### src/rtl/rs232_avm_slave_if.sv
// Avalon-MM bus signals between the host master and the RS232 register-map slave.
interface rs232_avm_slave_if;
  logic [4:0]  avs_address;
  logic        avs_read;
  logic [31:0] avs_readdata;
  logic        avs_write;
  logic [31:0] avs_writedata;
  logic        avs_waitrequest;

  modport master (
    output avs_address, avs_read, avs_write, avs_writedata,
    input  avs_readdata, avs_waitrequest
  );
  modport slave (
    input  avs_address, avs_read, avs_write, avs_writedata,
    output avs_readdata, avs_waitrequest
  );
endinterface

### src/rtl/rs232_avm_slave.sv
// UART register-map emulator: RX byte stream polled through a data register,
// TX register writes queued and replayed as a byte stream.
module rs232_avm_slave #(
  parameter int RX_DEPTH    = 8,
  parameter int TX_DEPTH    = 4,
  parameter int WAIT_CYCLES = 1
) (
  input  logic              avm_clk,
  input  logic              avm_rst,
  rs232_avm_slave_if.slave  avs,
  input  logic [7:0]        rx_data,
  input  logic              rx_valid,
  output logic              rx_ready,
  output logic [7:0]        tx_data,
  output logic              tx_valid,
  input  logic              tx_ready
);
  localparam int RX_AW = $clog2(RX_DEPTH);
  localparam int TX_AW = $clog2(TX_DEPTH);
  localparam logic [4:0] A_RX = 5'd0, A_TX = 5'd4, A_ST = 5'd8;

  typedef enum logic [1:0] {S_IDLE, S_WAIT, S_ACK} state_e;

  state_e      state_q, state_d;
  logic [2:0]  wcnt_q, wcnt_d;
  logic        op_rd_q, op_rd_d;
  logic [4:0]  addr_q, addr_d;
  logic        err_q, err_d;
  logic        req, ack;

  logic [7:0]       rx_mem_q [RX_DEPTH];
  logic [RX_AW-1:0] rx_wptr_q, rx_rptr_q;
  logic [RX_AW:0]   rx_cnt_q;
  logic [7:0]       tx_mem_q [TX_DEPTH];
  logic [TX_AW-1:0] tx_wptr_q, tx_rptr_q;
  logic [TX_AW:0]   tx_cnt_q;

  logic rx_empty, rx_full, tx_empty, tx_full;
  logic rx_push, rx_pop, tx_push, tx_pop, tx_wr, rx_rd, st_rd;

  assign req = avs.avs_read | avs.avs_write;

  // ---------------- FSM: state register ----------------
  always_ff @(posedge avm_clk) begin
    if (avm_rst) begin
      state_q <= S_IDLE;
      wcnt_q  <= '0;
      op_rd_q <= 1'b0;
      addr_q  <= '0;
    end else begin
      state_q <= state_d;
      wcnt_q  <= wcnt_d;
      op_rd_q <= op_rd_d;
      addr_q  <= addr_d;
    end
  end

  // ---------------- FSM: next state ----------------
  always_comb begin
    state_d = state_q;
    wcnt_d  = wcnt_q;
    op_rd_d = op_rd_q;
    addr_d  = addr_q;
    unique case (state_q)
      S_IDLE: if (req) begin
        op_rd_d = avs.avs_read;  // read wins when both are raised
        addr_d  = avs.avs_address;
        wcnt_d  = 3'(WAIT_CYCLES);
        state_d = (WAIT_CYCLES == 0) ? S_ACK : S_WAIT;
      end
      S_WAIT: if (!req) begin
        state_d = S_IDLE;
      end else begin
        wcnt_d = wcnt_q - 3'd1;
        if (wcnt_q == 3'd1) state_d = S_ACK;
      end
      default: state_d = S_IDLE;
    endcase
  end

  // ---------------- FSM: outputs ----------------
  always_comb begin
    ack              = (state_q == S_ACK) && !avm_rst;
    avs.avs_waitrequest = !ack;
    avs.avs_readdata = '0;
    if (ack && op_rd_q) begin
      unique case (addr_q)
        A_RX:    if (!rx_empty) avs.avs_readdata = {24'b0, rx_mem_q[rx_rptr_q]};
        A_ST:    avs.avs_readdata = {24'b0, !rx_empty, !tx_full, err_q, 5'b0};
        default: avs.avs_readdata = '0;
      endcase
    end
  end

  // ---------------- side effects ----------------
  assign rx_empty = (rx_cnt_q == '0);
  assign rx_full  = (rx_cnt_q == (RX_AW+1)'(RX_DEPTH));
  assign tx_empty = (tx_cnt_q == '0);
  assign tx_full  = (tx_cnt_q == (TX_AW+1)'(TX_DEPTH));

  assign rx_ready = !avm_rst && !rx_full;
  assign tx_valid = !avm_rst && !tx_empty;
  assign tx_data  = tx_mem_q[tx_rptr_q];

  assign rx_rd   = ack && op_rd_q && (addr_q == A_RX);
  assign st_rd   = ack && op_rd_q && (addr_q == A_ST);
  assign tx_wr   = ack && !op_rd_q && (addr_q == A_TX);
  assign rx_push = rx_valid && rx_ready;
  assign rx_pop  = rx_rd && !rx_empty;
  assign tx_pop  = tx_valid && tx_ready;
  // A full TX still accepts the byte when the stream drains one the same cycle
  assign tx_push = tx_wr && (!tx_full || tx_pop);

  assign err_d = (err_q && !st_rd) || (rx_rd && rx_empty) || (tx_wr && !tx_push);

  always_ff @(posedge avm_clk) begin
    if (avm_rst) begin
      err_q     <= 1'b0;
      rx_wptr_q <= '0;
      rx_rptr_q <= '0;
      rx_cnt_q  <= '0;
      tx_wptr_q <= '0;
      tx_rptr_q <= '0;
      tx_cnt_q  <= '0;
    end else begin
      err_q <= err_d;
      if (rx_push) rx_wptr_q <= rx_wptr_q + 1'b1;
      if (rx_pop)  rx_rptr_q <= rx_rptr_q + 1'b1;
      rx_cnt_q <= rx_cnt_q + {{RX_AW{1'b0}}, rx_push} - {{RX_AW{1'b0}}, rx_pop};
      if (tx_push) tx_wptr_q <= tx_wptr_q + 1'b1;
      if (tx_pop)  tx_rptr_q <= tx_rptr_q + 1'b1;
      tx_cnt_q <= tx_cnt_q + {{TX_AW{1'b0}}, tx_push} - {{TX_AW{1'b0}}, tx_pop};
    end
  end

  always_ff @(posedge avm_clk) begin
    if (rx_push) rx_mem_q[rx_wptr_q] <= rx_data;
    if (tx_push) tx_mem_q[tx_wptr_q] <= avs.avs_writedata[7:0];
  end
endmodule

### src/flat_wrapper.sv
// flat-port wrapper written by rule: the top's interface ports become plain ports
module rs232_avm_slave_flat 
#(
  parameter int RX_DEPTH    = 8,
  parameter int TX_DEPTH    = 4,
  parameter int WAIT_CYCLES = 1
)
  (avm_clk, avm_rst, rx_data, rx_valid, rx_ready, tx_data, tx_valid, tx_ready, avs_avs_address, avs_avs_read, avs_avs_write, avs_avs_writedata, avs_avs_readdata, avs_avs_waitrequest);
  rs232_avm_slave_if avs_i ();
  input  logic avm_clk;
  input  logic avm_rst;
  input  logic [7:0] rx_data;
  input  logic rx_valid;
  output logic rx_ready;
  output logic [7:0] tx_data;
  output logic tx_valid;
  input  logic tx_ready;
  input wire logic [$bits(avs_i.avs_address)-1:0] avs_avs_address;
  input wire logic [$bits(avs_i.avs_read)-1:0] avs_avs_read;
  input wire logic [$bits(avs_i.avs_write)-1:0] avs_avs_write;
  input wire logic [$bits(avs_i.avs_writedata)-1:0] avs_avs_writedata;
  output wire logic [$bits(avs_i.avs_readdata)-1:0] avs_avs_readdata;
  output wire logic [$bits(avs_i.avs_waitrequest)-1:0] avs_avs_waitrequest;
  assign avs_i.avs_address = avs_avs_address;
  assign avs_i.avs_read = avs_avs_read;
  assign avs_i.avs_write = avs_avs_write;
  assign avs_i.avs_writedata = avs_avs_writedata;
  assign avs_avs_readdata = avs_i.avs_readdata;
  assign avs_avs_waitrequest = avs_i.avs_waitrequest;
  rs232_avm_slave #(.RX_DEPTH(RX_DEPTH), .TX_DEPTH(TX_DEPTH), .WAIT_CYCLES(WAIT_CYCLES)) u_core (.avm_clk(avm_clk), .avm_rst(avm_rst), .avs(avs_i), .rx_data(rx_data), .rx_valid(rx_valid), .rx_ready(rx_ready), .tx_data(tx_data), .tx_valid(tx_valid), .tx_ready(tx_ready));
endmodule
### config.mk
export PLATFORM = sky130hd
export DESIGN_NAME = rs232_avm_slave_flat
export DESIGN_NICKNAME = d
export VERILOG_FILES = /design/src/rtl/rs232_avm_slave_if.sv /design/src/rtl/rs232_avm_slave.sv /design/src/flat_wrapper.sv
export SDC_FILE = /design/constraint.sdc
export NUM_CORES = 1
export LEC_CHECK = 0
export ABC_CLOCK_PERIOD_IN_PS = 4450
export CAP_MARGIN = 20
export CORE_AREA = 10 10 110 112
export CTS_CLUSTER_DIAMETER = 200
export CTS_CLUSTER_SIZE = 25
export DETAILED_ROUTE_END_ITERATION = 10
export DIE_AREA = 0 0 120 122
export PLACE_DENSITY = 0.79
export SYNTH_ARGS = -nofsm -noshare
export SYNTH_HDL_FRONTEND = slang
export SYNTH_SLANG_ARGS = --single-unit
### constraint.sdc
create_clock -name avm_clk -period 4.45 [get_ports avm_clk]
set_input_delay 0.89 -clock avm_clk [delete_from_list [all_inputs] [get_ports avm_clk]]
set_output_delay 0.89 -clock avm_clk [all_outputs]
set_load 0.05 [all_outputs]
==> results of run 1 <==
power groups by stage:
stage	clock [µW]	sequential (µW)	combinational [µW]
2_1_floorplan	0	1390	271
3_3_place_gp	0	1410	327
3_5_place_dp	0	1410	338
4_1_cts	1450	1390	342
5_1_grt	1500	1390	370
6_report	1430	1380	340
Yosys cell counts (7+ instances only):
library cell / count / share of area
a21oi_1: 15 / 0.014
buf_4: 25 / 0.034
dfxtp_1: 34 / 0.12
edfxtp_1: 96 / 0.53
ha_1: 15 / 0.034
inv_1: 14 / 0.0096
mux2i_1: 10 / 0.018
mux4_2: 24 / 0.098
nand2_1: 15 / 0.010
nand2b_1: 7 / 0.0080
nor2_1: 27 / 0.018
nor3_1: 8 / 0.0073
o21ai_1: 9 / 0.0082
layout by cell type, fill, tap and decap left out, types with 2 or more instances in the layout:
cell type	instances
edfxtp_1	96
clkdlybuf4s50_1	35
dfxtp_1	34
nor2_1	27
mux4_2	24
conb_1	24
clkbuf_16	16
a21oi_1	15
nand2_1	15
ha_1	15
inv_1	14
buf_4	11
mux2i_1	10
o21ai_1	9
nor3_1	8
buf_12	8
nand2b_1	7
nor2b_1	6
clkinv_4	5
and3_1	4
xnor2_1	4
nand3_1	4
bufinv_16	4
nor3b_1	3
xor2_1	3
inv_6	3
or3b_1	2
nand4_1	2
o22ai_1	2
or3_1	2
fa_1	2
cell families after synthesis:
kind of cell    after synthesis
flops                       130
buf+inv                      53
simple gates                 88
mux                          34
fa+ha+maj                    17
other cells                   1
xor+xnor                      7
compound gates               36
worst paths after layout:
check                           slack, ps  cells after the start                  end
worst min-delay path                  480                      2     u_core.wcnt_q[2]
worst max register to register       1560                      9   u_core.rx_cnt_q[2]
worst max-delay path                  620                      5  avs_avs_readdata[5]
worst min register to register        480                      2     u_core.wcnt_q[2]
layout make-up:
| type | instances | area [µm²] |
|---|---|---|
| clock buffer | 17 | 414.1 |
| clock inverter | 15 | 206.4 |
| fill | 690 | 3332 |
| inverter | 15 | 56.30 |
| multi-input combinational | 206 | 1710 |
| sequential | 130 | 3563 |
| tap | 136 | 170.2 |
| timing repair buffer | 54 | 593.1 |
per-layer routing:
metal / vias up / part of all wire / GRT usage
met5: - / 0 / 0
met4: 0 / 0.016 / 0.06561
met3: 17 / 0.054 / 0.04302
met2: 92 / 0.54 / 0.2558
met1: 1525 / 0.39 / 0.1677
li1: 1438 / - / -
per-stage QoR:
stage               instance area (µm²)  power (µW)  hold slack (ps)  worst slack (ps)
floorplan                          5574        1662            428.0              1016
global placement                   6093        1734            450.5             635.3
detailed placement                 6093        1748            473.8             608.0
CTS                                6714        3178            483.5             604.7
global route                       6714        3265            493.2             440.2
finish                             6714        3158            481.3             620.6
tightest hold or removal path, delay by kind of cell, from the launching register on:
kind	cells	cell delay, ps
AO/OA/AOI/OAI	2	130
flip-flops	1	310
sequential cells by signal, summed over array words and instances (netlist names), named ones only:
register	flops
u_core.err_q	1
u_core.rx_rptr_q	3
u_core.tx_mem_q	32
u_core.addr_q	5
u_core.rx_mem_q	64
u_core.rx_wptr_q	3
u_core.tx_wptr_q	2
u_core.wcnt_q	3
u_core.tx_rptr_q	2
u_core.tx_cnt_q	3
u_core.op_rd_q	1
u_core.rx_cnt_q	4
u_core.state_q	2
==> impl_metrics.csv, run 1 <==
group,metric,value,unit
outcome,status,"finished clean",
critical_path,cp_max_fo,11,
clock_tree,numCtsBuffers,17,
critical_path,crit_type,"input port to primary output",
finish,nNetsFinal,492,
yosys,synth_xor_area_frac,0.01117,
yosys,synth_cell_types,47,
yosys,synth-edff-count,96,
yosys,synth-seq-cells,130,
detailed_routing,drcViolationCount,0,
critical_path,path_delay_family,"simple AND/OR/NAND/NOR gates",
yosys,synth_cells,366,
place,hpwl,6800,µm
power,switchingPower,766.3,µW
yosys,synth_top_family_by_area,"multiplexers",
clock_tree,clk_pin_slew_worst_paths,60,ps
sta,setup_viol_count_final,0,
worst_hold_path,min_from,"u_core.wcnt_q[2]",
yosys,synth_warnings,0,
grt,grt-ovfl-total,0,
worst_hold_path,hold_class,"flip-flop to flip-flop",
power,power_density,470.4,mW/mm²
clock_tree,post-cts-setup-buffers,0,
yosys,synthAdderAreaFrac,0.04150,
detailed_routing,antenna_left,0,
place,place_inst,541,
sta,fin_crit_sh,0.8605,
floorplan,die_h,122,µm
critical_path,path_buf_inv,2,
critical_path,end_kind,"primary output",
sta,clock-skew-final,9.179,ps
finish,area_growth,22.34,%
clock_tree,clk_path_buf_depth,2,
detailed_routing,viasPerCell,5.361,
yosys,ys_seq_area_frac,0.6493,
detailed_routing,first_pass_iters,4,
sta,fin_setup_tns,0,ps
clock_tree,cts_tree,"done",
floorplan,core_area,0.01005,mm²
clock_tree,cts_root_buf,"clkbuf_8",
sta,finalMaxSlewViolations,0,
yosys,muxShareOfSynthArea,0.1167,
critical_path,worst_path_max_delay_cell,"nand4_1",
critical_path,slowest_delay,540,ps
sta,rsz0062_at_grt,"false",
sta,relSlewSlack,0.3491,
critical_path,required,3560,ps
critical_path,cp.arrival,2940,ps
floorplan,die_area,0.01464,mm²
sta,min_period,3829,ps
yosys,syn_area,0.005488,mm²
finish,num_antenna_cells,0,
floorplan,row_count,37,
floorplan,start_util,0.5463,
detailed_routing,wl,10410,µm
power,p_comb_frac,0.108,
grt,grt_max_degree,38,
clock_tree,cts.sinks,130,
detailed_routing,first_iter_violations,202,
critical_path,crit_start,"avm_rst",
place,place.gp.congestion,0.7992,
sta,worstMarginPinSlew,975.1,ps
critical_path,cp-start-kind,"input port",
detailed_routing,wl_per_cell,18.17,µm
yosys,synthSimpleGateAreaFrac,0.08664,
clock_tree,cts_hold_buf,0,
clock_tree,htree_levels,4,
place,port_buffers,45,
critical_path,crit_chain,"clkdlybuf4s50_1 -> nor3b_4 -> nand4_1 -> o22ai_1 -> buf_12",
finish,stdcell_count,573,
critical_path,reg2reg_from,"u_core.state_q[0]",
detailed_routing,via_count,3072,
yosys,synth_flop_cell,"edfxtp_1",
floorplan,ios,94,
finish,final_util,0.6683,
yosys,syn_avg_cell_area,14.99,µm²
sta,hold_viol_final,0,
power,seq_power_share,0.438,
yosys,synth_compound_area_frac,0.03922,
power,power.share.clock,0.454,
power,power_leakage,0.002362,µW
finish,drive_above_1_share,0.1854,
run,maxCapViolations,0,
clock_tree,cts-resized-gates,0,
grt,grt_pass1_vias,3219,
power,swShare,0.2426,
grt,antenna_found_initial,0,
floorplan,die_w,120,µm
power,ir_drop,0.2269,mV
power,internal-power,2392,µW
grt,grt_pass1_wl,16790,µm
yosys,synthArstFlopShare,0,
sta,fmax,261.1,MHz
clock_tree,clk_latency,520,ps
grt,groute.usage.overall,0.1479,
Power figures use the tool's default switching activity.
==> inputs of run 2 (changes only) <==
--- a/config.mk
+++ b/config.mk
@@ -13,6 +13,7 @@
 export DETAILED_ROUTE_END_ITERATION = 10
 export DIE_AREA = 0 0 120 122
 export PLACE_DENSITY = 0.79
+export SLEW_MARGIN = 10
 export SYNTH_ARGS = -nofsm -noshare
 export SYNTH_HDL_FRONTEND = slang
 export SYNTH_SLANG_ARGS = --single-unit
==> results of run 2 <==
Final layout, timing and power as in run 1 (identical DEF).
==> inputs of run 3 (changes only) <==
--- a/config.mk
+++ b/config.mk
@@ -6,7 +6,6 @@
 export NUM_CORES = 1
 export LEC_CHECK = 0
 export ABC_CLOCK_PERIOD_IN_PS = 4450
-export CAP_MARGIN = 20
 export CORE_AREA = 10 10 110 112
 export CTS_CLUSTER_DIAMETER = 200
 export CTS_CLUSTER_SIZE = 25
==> results of run 3 <==
Final layout, timing and power as in run 1 (identical DEF).
